## src/rtl/mips_bus_arbiter.sv

```systemverilog
// mips_bus_arbiter
//   Shares the single Avalon-style memory bus between the instruction-fetch
//   port (f_) and the load/store data port (d_). Round-robin arbitration; a
//   grant is held for the whole transaction, including slave stalls and the
//   one-cycle read-data return. A watchdog raises a sticky bus_error when the
//   slave stalls a granted access for TIMEOUT consecutive cycles.
//
// Ports
//   clk, reset                 system clock, synchronous active-high reset
//   f_address/f_read           fetch request (always full-word read)
//   f_waitrequest              fetch stall, low when the bus accepts the read
//   f_readdata/f_readdatavalid fetch return data, valid for one cycle
//   d_address/d_read/d_write   data request
//   d_writedata/d_byteenable   store data and byte lanes
//   d_waitrequest              data stall, low when the bus accepts the access
//   d_readdata/d_readdatavalid data return data, valid for one cycle
//   address/read/write/
//   writedata/byteenable       bus master outputs toward the slave
//   waitrequest                slave stall
//   readdata                   slave read data, valid the cycle after accept
//   bus_error                  sticky watchdog flag, cleared only by reset
//
// state  | meaning
// -------+-------------------------------------------------------------
// IDLE   | no grant; bus outputs 0; choose the next requester
// BUSY_F | fetch port granted; bus mirrors the fetch request
// BUSY_D | data port granted; bus mirrors the data request
// RESP_F | read accepted last cycle; return readdata to the fetch port
// RESP_D | read accepted last cycle; return readdata to the data port

module mips_bus_arbiter #(
  parameter int TIMEOUT = 64,
  parameter int CNT_W   = 7
) (
  input  logic        clk,
  input  logic        reset,

  input  logic [31:0] f_address,
  input  logic        f_read,
  output logic        f_waitrequest,
  output logic [31:0] f_readdata,
  output logic        f_readdatavalid,

  input  logic [31:0] d_address,
  input  logic        d_read,
  input  logic        d_write,
  input  logic [31:0] d_writedata,
  input  logic [3:0]  d_byteenable,
  output logic        d_waitrequest,
  output logic [31:0] d_readdata,
  output logic        d_readdatavalid,

  output logic [31:0] address,
  output logic        read,
  output logic        write,
  output logic [31:0] writedata,
  output logic [3:0]  byteenable,
  input  logic        waitrequest,
  input  logic [31:0] readdata,

  output logic        bus_error
);

  localparam logic [2:0] IDLE   = 3'd0;
  localparam logic [2:0] BUSY_F = 3'd1;
  localparam logic [2:0] BUSY_D = 3'd2;
  localparam logic [2:0] RESP_F = 3'd3;
  localparam logic [2:0] RESP_D = 3'd4;

  localparam logic GRANT_F = 1'b0;
  localparam logic GRANT_D = 1'b1;

  localparam logic [CNT_W-1:0] STALL_MAX  = CNT_W'(TIMEOUT);
  localparam logic [CNT_W-1:0] STALL_LAST = CNT_W'(TIMEOUT - 1);

  logic [2:0]       state;
  logic [2:0]       state_nxt;
  logic             last_grant;
  logic             last_grant_nxt;
  logic [CNT_W-1:0] stall_cnt;

  logic f_pending;
  logic d_pending;
  logic busy;
  logic stalled;

  assign f_pending = f_read;
  assign d_pending = d_read | d_write;
  assign busy      = (state == BUSY_F) || (state == BUSY_D);
  // Only a live access counts as a stall; an aborting requester does not.
  assign stalled   = busy && (read || write) && waitrequest;

  // Next-state and arbitration
  always_comb begin
    state_nxt      = state;
    last_grant_nxt = last_grant;
    unique case (state)
      IDLE: begin
        // On contention the port that was not served last wins.
        if (f_pending && (!d_pending || (last_grant == GRANT_D))) begin
          state_nxt      = BUSY_F;
          last_grant_nxt = GRANT_F;
        end else if (d_pending) begin
          state_nxt      = BUSY_D;
          last_grant_nxt = GRANT_D;
        end
      end
      BUSY_F: begin
        if (!f_read)
          state_nxt = IDLE;
        else if (!waitrequest)
          state_nxt = RESP_F;
      end
      BUSY_D: begin
        if (!d_read && !d_write)
          state_nxt = IDLE;
        else if (!waitrequest)
          // read+write together is treated as a write, so no data returns
          state_nxt = d_write ? IDLE : RESP_D;
      end
      RESP_F:  state_nxt = IDLE;
      RESP_D:  state_nxt = IDLE;
      default: state_nxt = IDLE;
    endcase
  end

  always_ff @(posedge clk) begin
    if (reset) begin
      state      <= IDLE;
      last_grant <= GRANT_D;
    end else begin
      state      <= state_nxt;
      last_grant <= last_grant_nxt;
    end
  end

  // Bus and requester outputs. Gating with reset makes the slave see
  // read/write drop in the same cycle reset is raised, and suppresses a
  // read-data return that would otherwise coincide with reset.
  always_comb begin
    address         = '0;
    read            = 1'b0;
    write           = 1'b0;
    writedata       = '0;
    byteenable      = '0;
    f_waitrequest   = 1'b1;
    d_waitrequest   = 1'b1;
    f_readdata      = '0;
    d_readdata      = '0;
    f_readdatavalid = 1'b0;
    d_readdatavalid = 1'b0;
    if (!reset) begin
      unique case (state)
        BUSY_F: begin
          address       = f_address;
          read          = f_read;
          byteenable    = 4'b1111;
          f_waitrequest = waitrequest;
        end
        BUSY_D: begin
          address       = d_address;
          write         = d_write;
          read          = d_read & ~d_write;
          writedata     = d_writedata;
          byteenable    = d_byteenable;
          d_waitrequest = waitrequest;
        end
        RESP_F: begin
          f_readdatavalid = 1'b1;
          f_readdata      = readdata;
        end
        RESP_D: begin
          d_readdatavalid = 1'b1;
          d_readdata      = readdata;
        end
        default: ;
      endcase
    end
  end

  // Watchdog: counts consecutive stalled cycles, saturating at TIMEOUT.
  // bus_error is set on the same edge the count reaches TIMEOUT.
  always_ff @(posedge clk) begin
    if (reset) begin
      stall_cnt <= '0;
      bus_error <= 1'b0;
    end else if (stalled) begin
      if (stall_cnt != STALL_MAX)
        stall_cnt <= stall_cnt + 1'b1;
      if (stall_cnt == STALL_LAST)
        bus_error <= 1'b1;
    end else begin
      stall_cnt <= '0;
    end
  end

endmodule

```

## config.mk

```make
export PLATFORM = sky130hd
export DESIGN_NAME = mips_bus_arbiter
export DESIGN_NICKNAME = d
export VERILOG_FILES = /design/src/rtl/mips_bus_arbiter.sv
export SDC_FILE = /design/constraint.sdc
export NUM_CORES = 1
export LEC_CHECK = 0
export ABC_AREA = 1
export CAP_MARGIN = 20
export CELL_PAD_IN_SITES_DETAIL_PLACEMENT = 0
export CELL_PAD_IN_SITES_GLOBAL_PLACEMENT = 1
export CORE_MARGIN = 4
export CORE_UTILIZATION = 11
export DETAILED_ROUTE_END_ITERATION = 8
export PLACE_DENSITY = 0.84
export SLEW_MARGIN = 40
export SYNTH_ARGS = -nofsm -noshare
export SYNTH_HDL_FRONTEND = slang
export SYNTH_SLANG_ARGS = --single-unit
export TNS_END_PERCENT = 10
```

## constraint.sdc

```tcl
create_clock -name clk -period 1.4 [get_ports clk]
set_input_delay 0.35 -clock clk [delete_from_list [all_inputs] [get_ports clk]]
set_output_delay 0.35 -clock clk [all_outputs]
set_load 0.02 [all_outputs]
```

* After elaboration in Yosys (flattened, before gate mapping)
Index checks and enable logic that the tools add are counted.
Storage, ports and cells: register bits 12, logic and storage cells 66, input port bits 138
Cells by class: muxes and demuxes 32, equal/unequal tests 9, reduce and logical (&&, ||, !) cells 16, $add $sub $neg 1, bitwise operators 4
Operators by type and width (count):
- two-way mux 32 bit | 7
- case mux 32 bit (2 select lines) | 1
- two-way mux 3 bit | 7
- two-way mux 1 bit | 13
- case mux 3 bit (3 select lines) | 1
- case mux 4 bit (2 select lines) | 1
- adder 7 x 1 -> 7 bit, second input constant | 1
- equality test 7 x 6 -> 1 bit, second input constant | 1
- inequality test 7 bit, second input constant | 1
- equality test 3 x 2 -> 1 bit, second input constant | 2
- inequality test 3 bit, second input constant | 2
- logical AND 1 bit | 4
- two-way mux 4 bit | 1
- AND reduction 2 bit | 2
- equality test 3 x 1 -> 1 bit, second input constant | 1
- equality test 3 bit, second input constant | 1
- logical NOT 1 bit | 3
- logical NOT 3 bit | 1
- logical OR 1 bit | 3
- inequality test 3 x 2 -> 1 bit, second input constant | 1
- AND reduction 3 bit | 1
- inverter 1 bit | 2
- case mux 1 bit (2 select lines) | 1
- nonzero test 2 bit | 1
- 3 further kinds | 3

* Logic depth before layout (Yosys ltp)
depth in word-level cells 9, mapped depth 9, mapped depth without buffers 9

* Least setup slack after synthesis
OpenSTA, ideal clock, no wires.
kind in2out, start point input reset, end point output f_readdata[22], arrival 1206 ps, setup slack -156 ps, stages 5, cell sequence buf_4 -> inv_2 -> nand3_1 -> buf_2 -> nor2_1
Between the ends: word-level cells in the longest chain between the ends 1
RTL lines:
- from (decl) | line 36 | input logic reset,
- two-way mux 32 bit | line 152 | if (!reset) begin
- to (decl) | line 41 | output logic [31:0] f_readdata,
No other way between the ends.

* Final worst setup path
start point register state[0], end point output f_readdata[28]
Between the ends: word-level cells in the longest chain between the ends 3
RTL lines:
- from (decl) | line 76 | logic [2:0] state;
- from (signal assigned) | line 132 | state <= state_nxt;
- equality test 3 x 2 -> 1 bit | line 153 | unique case (state)
- two-way mux 32 bit | line 153
- two-way mux 32 bit | line 152
No other way between the ends.

==> results by group <==
Status
  – Outcome: finished, violations left
  – Violated checks: negative setup slack

Finish
  – P&R area growth vs syn: 213%
  – Antenna cells: 0
  – Most frequent cells in the layout: clkdlybuf4s50_1, buf_6, buf_4
  – Final instance area: 5680 um2
  – Register area: roughly 250 um2
  – Fin nets: between 700 and 800
  – Multi-input logic area: ~1600 um2
  – Commonest non-fill, non-tap cell in the layout: clkdlybuf4s50_1
  – Final core occ: approximately 36%
  – Share of cells above drive strength 1: between 40% and 50%
  – Fillers: between 1,500 and 2,000

Floorplanning
  – Core ar.: 16,000 um2
  – Initial Utilization: approximately 11%
  – Die span in y: about 140 um
  – Row cnt: 46
  – Die area: 18,600 um2
  – # IOs: ~280
  – Die width: approximately 140 um

Synthesis
  – Mapped Nets: 469
  – Cells after Synth: about 330
  – Register bit total from synthesis: 12
  – Cell taking the most area after synthesis: nor2_1
  – Post-Syn Area: about 1800 um2
  – Unique masters post-synth: 26
  – Mean Syn Cell Area: 5.51 um2
  – Seq/Total Area, Yosys: 13.3%
  – Yosys top cell area share: a little under a quarter
  – Synth area leaders: nor2_1, a32o_1, dfxtp_1, nand2_1, inv_1
  – Synth warnings: 0

Place
  – I/O Buffers: 276
  – Cell Area, Placed: roughly 5000 um2
  – Gpl congestion: ~0.77
  – DP HPWL: about 9400 um

Worst hold path
  – Min-Delay Path Class: reg -> reg
  – Hold Startpoint: bus_error
  – Hold Path Cell Cnt: 2
  – Hold Crit Endpoint: bus_error

Global routing
  – Gr usage total: a little over a tenth
  – Largest net degree at the start of global routing: 34
  – Global-route wire length before repair: ~16,000 um
  – Vias in the first global route: between 3,000 and 4,000
  – Initial antenna violation count: 0
  – Total gr overflow: 0

STA
  – Worst-Margin Slew: approximately 0.24 ns
  – Final hold slack: slightly above 0.5 ns
  – Unrepaired setup endpoints after global routing: yes
  – Final Skew: roughly 0.0027 ns
  – Final setup vio count: around 140
  – Slew Viols, Final: 0
  – Final worst setup slack: -0.451 ns
  – Final worst path period need: about 1.9 ns
  – Slew margin rel.: 84.1%
  – F_max: between 500 and 600 MHz
  – Period utilization: 132%
  – Final hold viol count: 0

CTS
  – Clk pin slew, worst setup/hold paths: around 0.04 ns
  – Clk buf depth: 2
  – CTS root buffer: clkbuf_16
  – Num CTS Buffers: 3
  – Clk sinks: 12
  – Worst-Skew Late Latency: approximately 0.24 ns
  – H-tree Lvls: 1
  – CTS Hold Bufs: 0
  – CTS tree: done

Route
  – Drt total wl: about 13,000 um
  – Vias/cell: 3.89
  – Routed met3 length: approximately 1500 um
  – DR vias: 3,261
  – Avg WL per Cell: between 10 and 15 um
  – Highest routed metal layer: met4
  – WL met1: ~4700 um
  – DRT Pass-1 Iters: 4
  – Number of remaining DRC errors: 0
  – Iteration-0 DRC Markers: 110
  – WL met2: between 6000 and 7000 um
  – Routed Antenna Nets: 0

Power
  – Total power: 3000 uW
  – Power Density: between 500 and 600 nW/um2
  – Leak Pwr: around 0.0027 uW
  – VDD IR-drop max: 0.342 mV

Critical path
  – Cell repeated most along the worst path: buf_6
  – Crit path buf inv count: 4
  – RR Startpoint: state[1]
  – Crit end category: output port
  – Critical Path RT: 1.05 ns
  – Startpoint types: flip-flop
  – Max FO, Critical Path: 16
  – R2r setup slk: approximately 0.040 ns
  – CP cell instances: inv_4, nor2_4, buf_6, nand3_4, clkbuf_16, nor2_2, buf_6
  – CP max stage delay: 0.34 ns
  – Slowest CP cell: dfxtp_2
  – Worst r2r dst: state[1]
  – CP delay by family, top: buffers and inverters
  – Setup CP Type: reg -> out
  – Depth of the worst register-to-register path: 11
  – Worst EP arrival: roughly 1.5 ns

Run
  – Max Cap Viol: 0
==> routing by layer <==
metal | track usage (%) | vias to the layer above
li1 | - | 1627
met1 | 13.1 | 1439
met2 | 19.2 | 190
met3 | 3.18 | 5
met4 | 2.02 | 0
met5 | 0 | -
==> area by class of cell <==
cell class              count  area share, %
clock buffers               4           1.56
well taps                 216           4.76
repair buffers            312           57.3
flip-flops and latches     12           4.36
multi-input cells         239           28.1
inverters                  55           3.99
==> synth_stat cells, drive strengths merged <==
master	instances
o21a	6
o21ai	4
nand3	9
a21oi	1
clkbuf	3
dfxtp	12
xor2	2
nand4	3
nor3	2
inv	55
ha	2
buf	20
or2	1
nand2	60
nor2	117
a32o	32
==> worst max-delay path by stage <==
| stage | cells after the start | startpoint | end |
|---|---|---|---|
| final | 7 | state[0] | f_readdata[28] |
| after global routing | 7 | state[0] | f_readdata[30] |
| after floorplan | 5 | reset | f_readdata[10] |
| after global placement | 6 | reset | address[3] |
| after CTS | 7 | state[0] | address[15] |
| after detailed placement | 6 | reset | address[0] |
==> logic make-up (layout without fill, tap and decap cells) <==
family	after synthesis	after routing	share of synthesized area (%)
AOI/OAI and AO/OA	43	43	21.5
xor gates and xnor gates	2	2	0.966
adders and majority gates	2	2	1.38
buffers and inverters	78	371	19.0
DFF	12	12	13.3
and+or+nand+nor	192	192	43.9
==> flip-flops by register name (all words and copies together), names as in the netlist <==
signal      count
bus_error       1
last_grant      1
stall_cnt       7
state           3
==> where the power goes <==
group / internal (uW) / switching [uW]
logic: 1060 / 965
registers: 360 / 14.6
clock network: 432 / 160
==> stage by stage <==
step / TNS [ns] / setup WS, ns / instances
final: -51.06 / -0.451 / 838
after detailed placement: -137.11 / -1.06 / 823
after global placement: -135.75 / -1.04 / 823
after global routing: -60.83 / -0.500 / 838
after floorplan: -12.30 / -0.113 / 329
after CTS: -49.34 / -0.491 / 830
==> worst register-to-register path: cells and delay by family, from the launching register on <==
kind	cells	cell delay, ns
buffers and inverters	4	0.46
and+or+nand+nor	7	0.46
DFF	1	0.33
==> repair_timing <==
| item | 4_1_cts | 5_1_grt |
|---|---|---|
| gates resized for setup | 708 | 166 |
| pin swaps | 1 | 17 |
| setup endpoints to repair | 151 | 148 |
| endpoints found under the hold margin | 0 | 0 |
| buffers inserted | 1 | 2 |
| cloned | 2 | 6 |
Power figures use the tool's default switching activity.
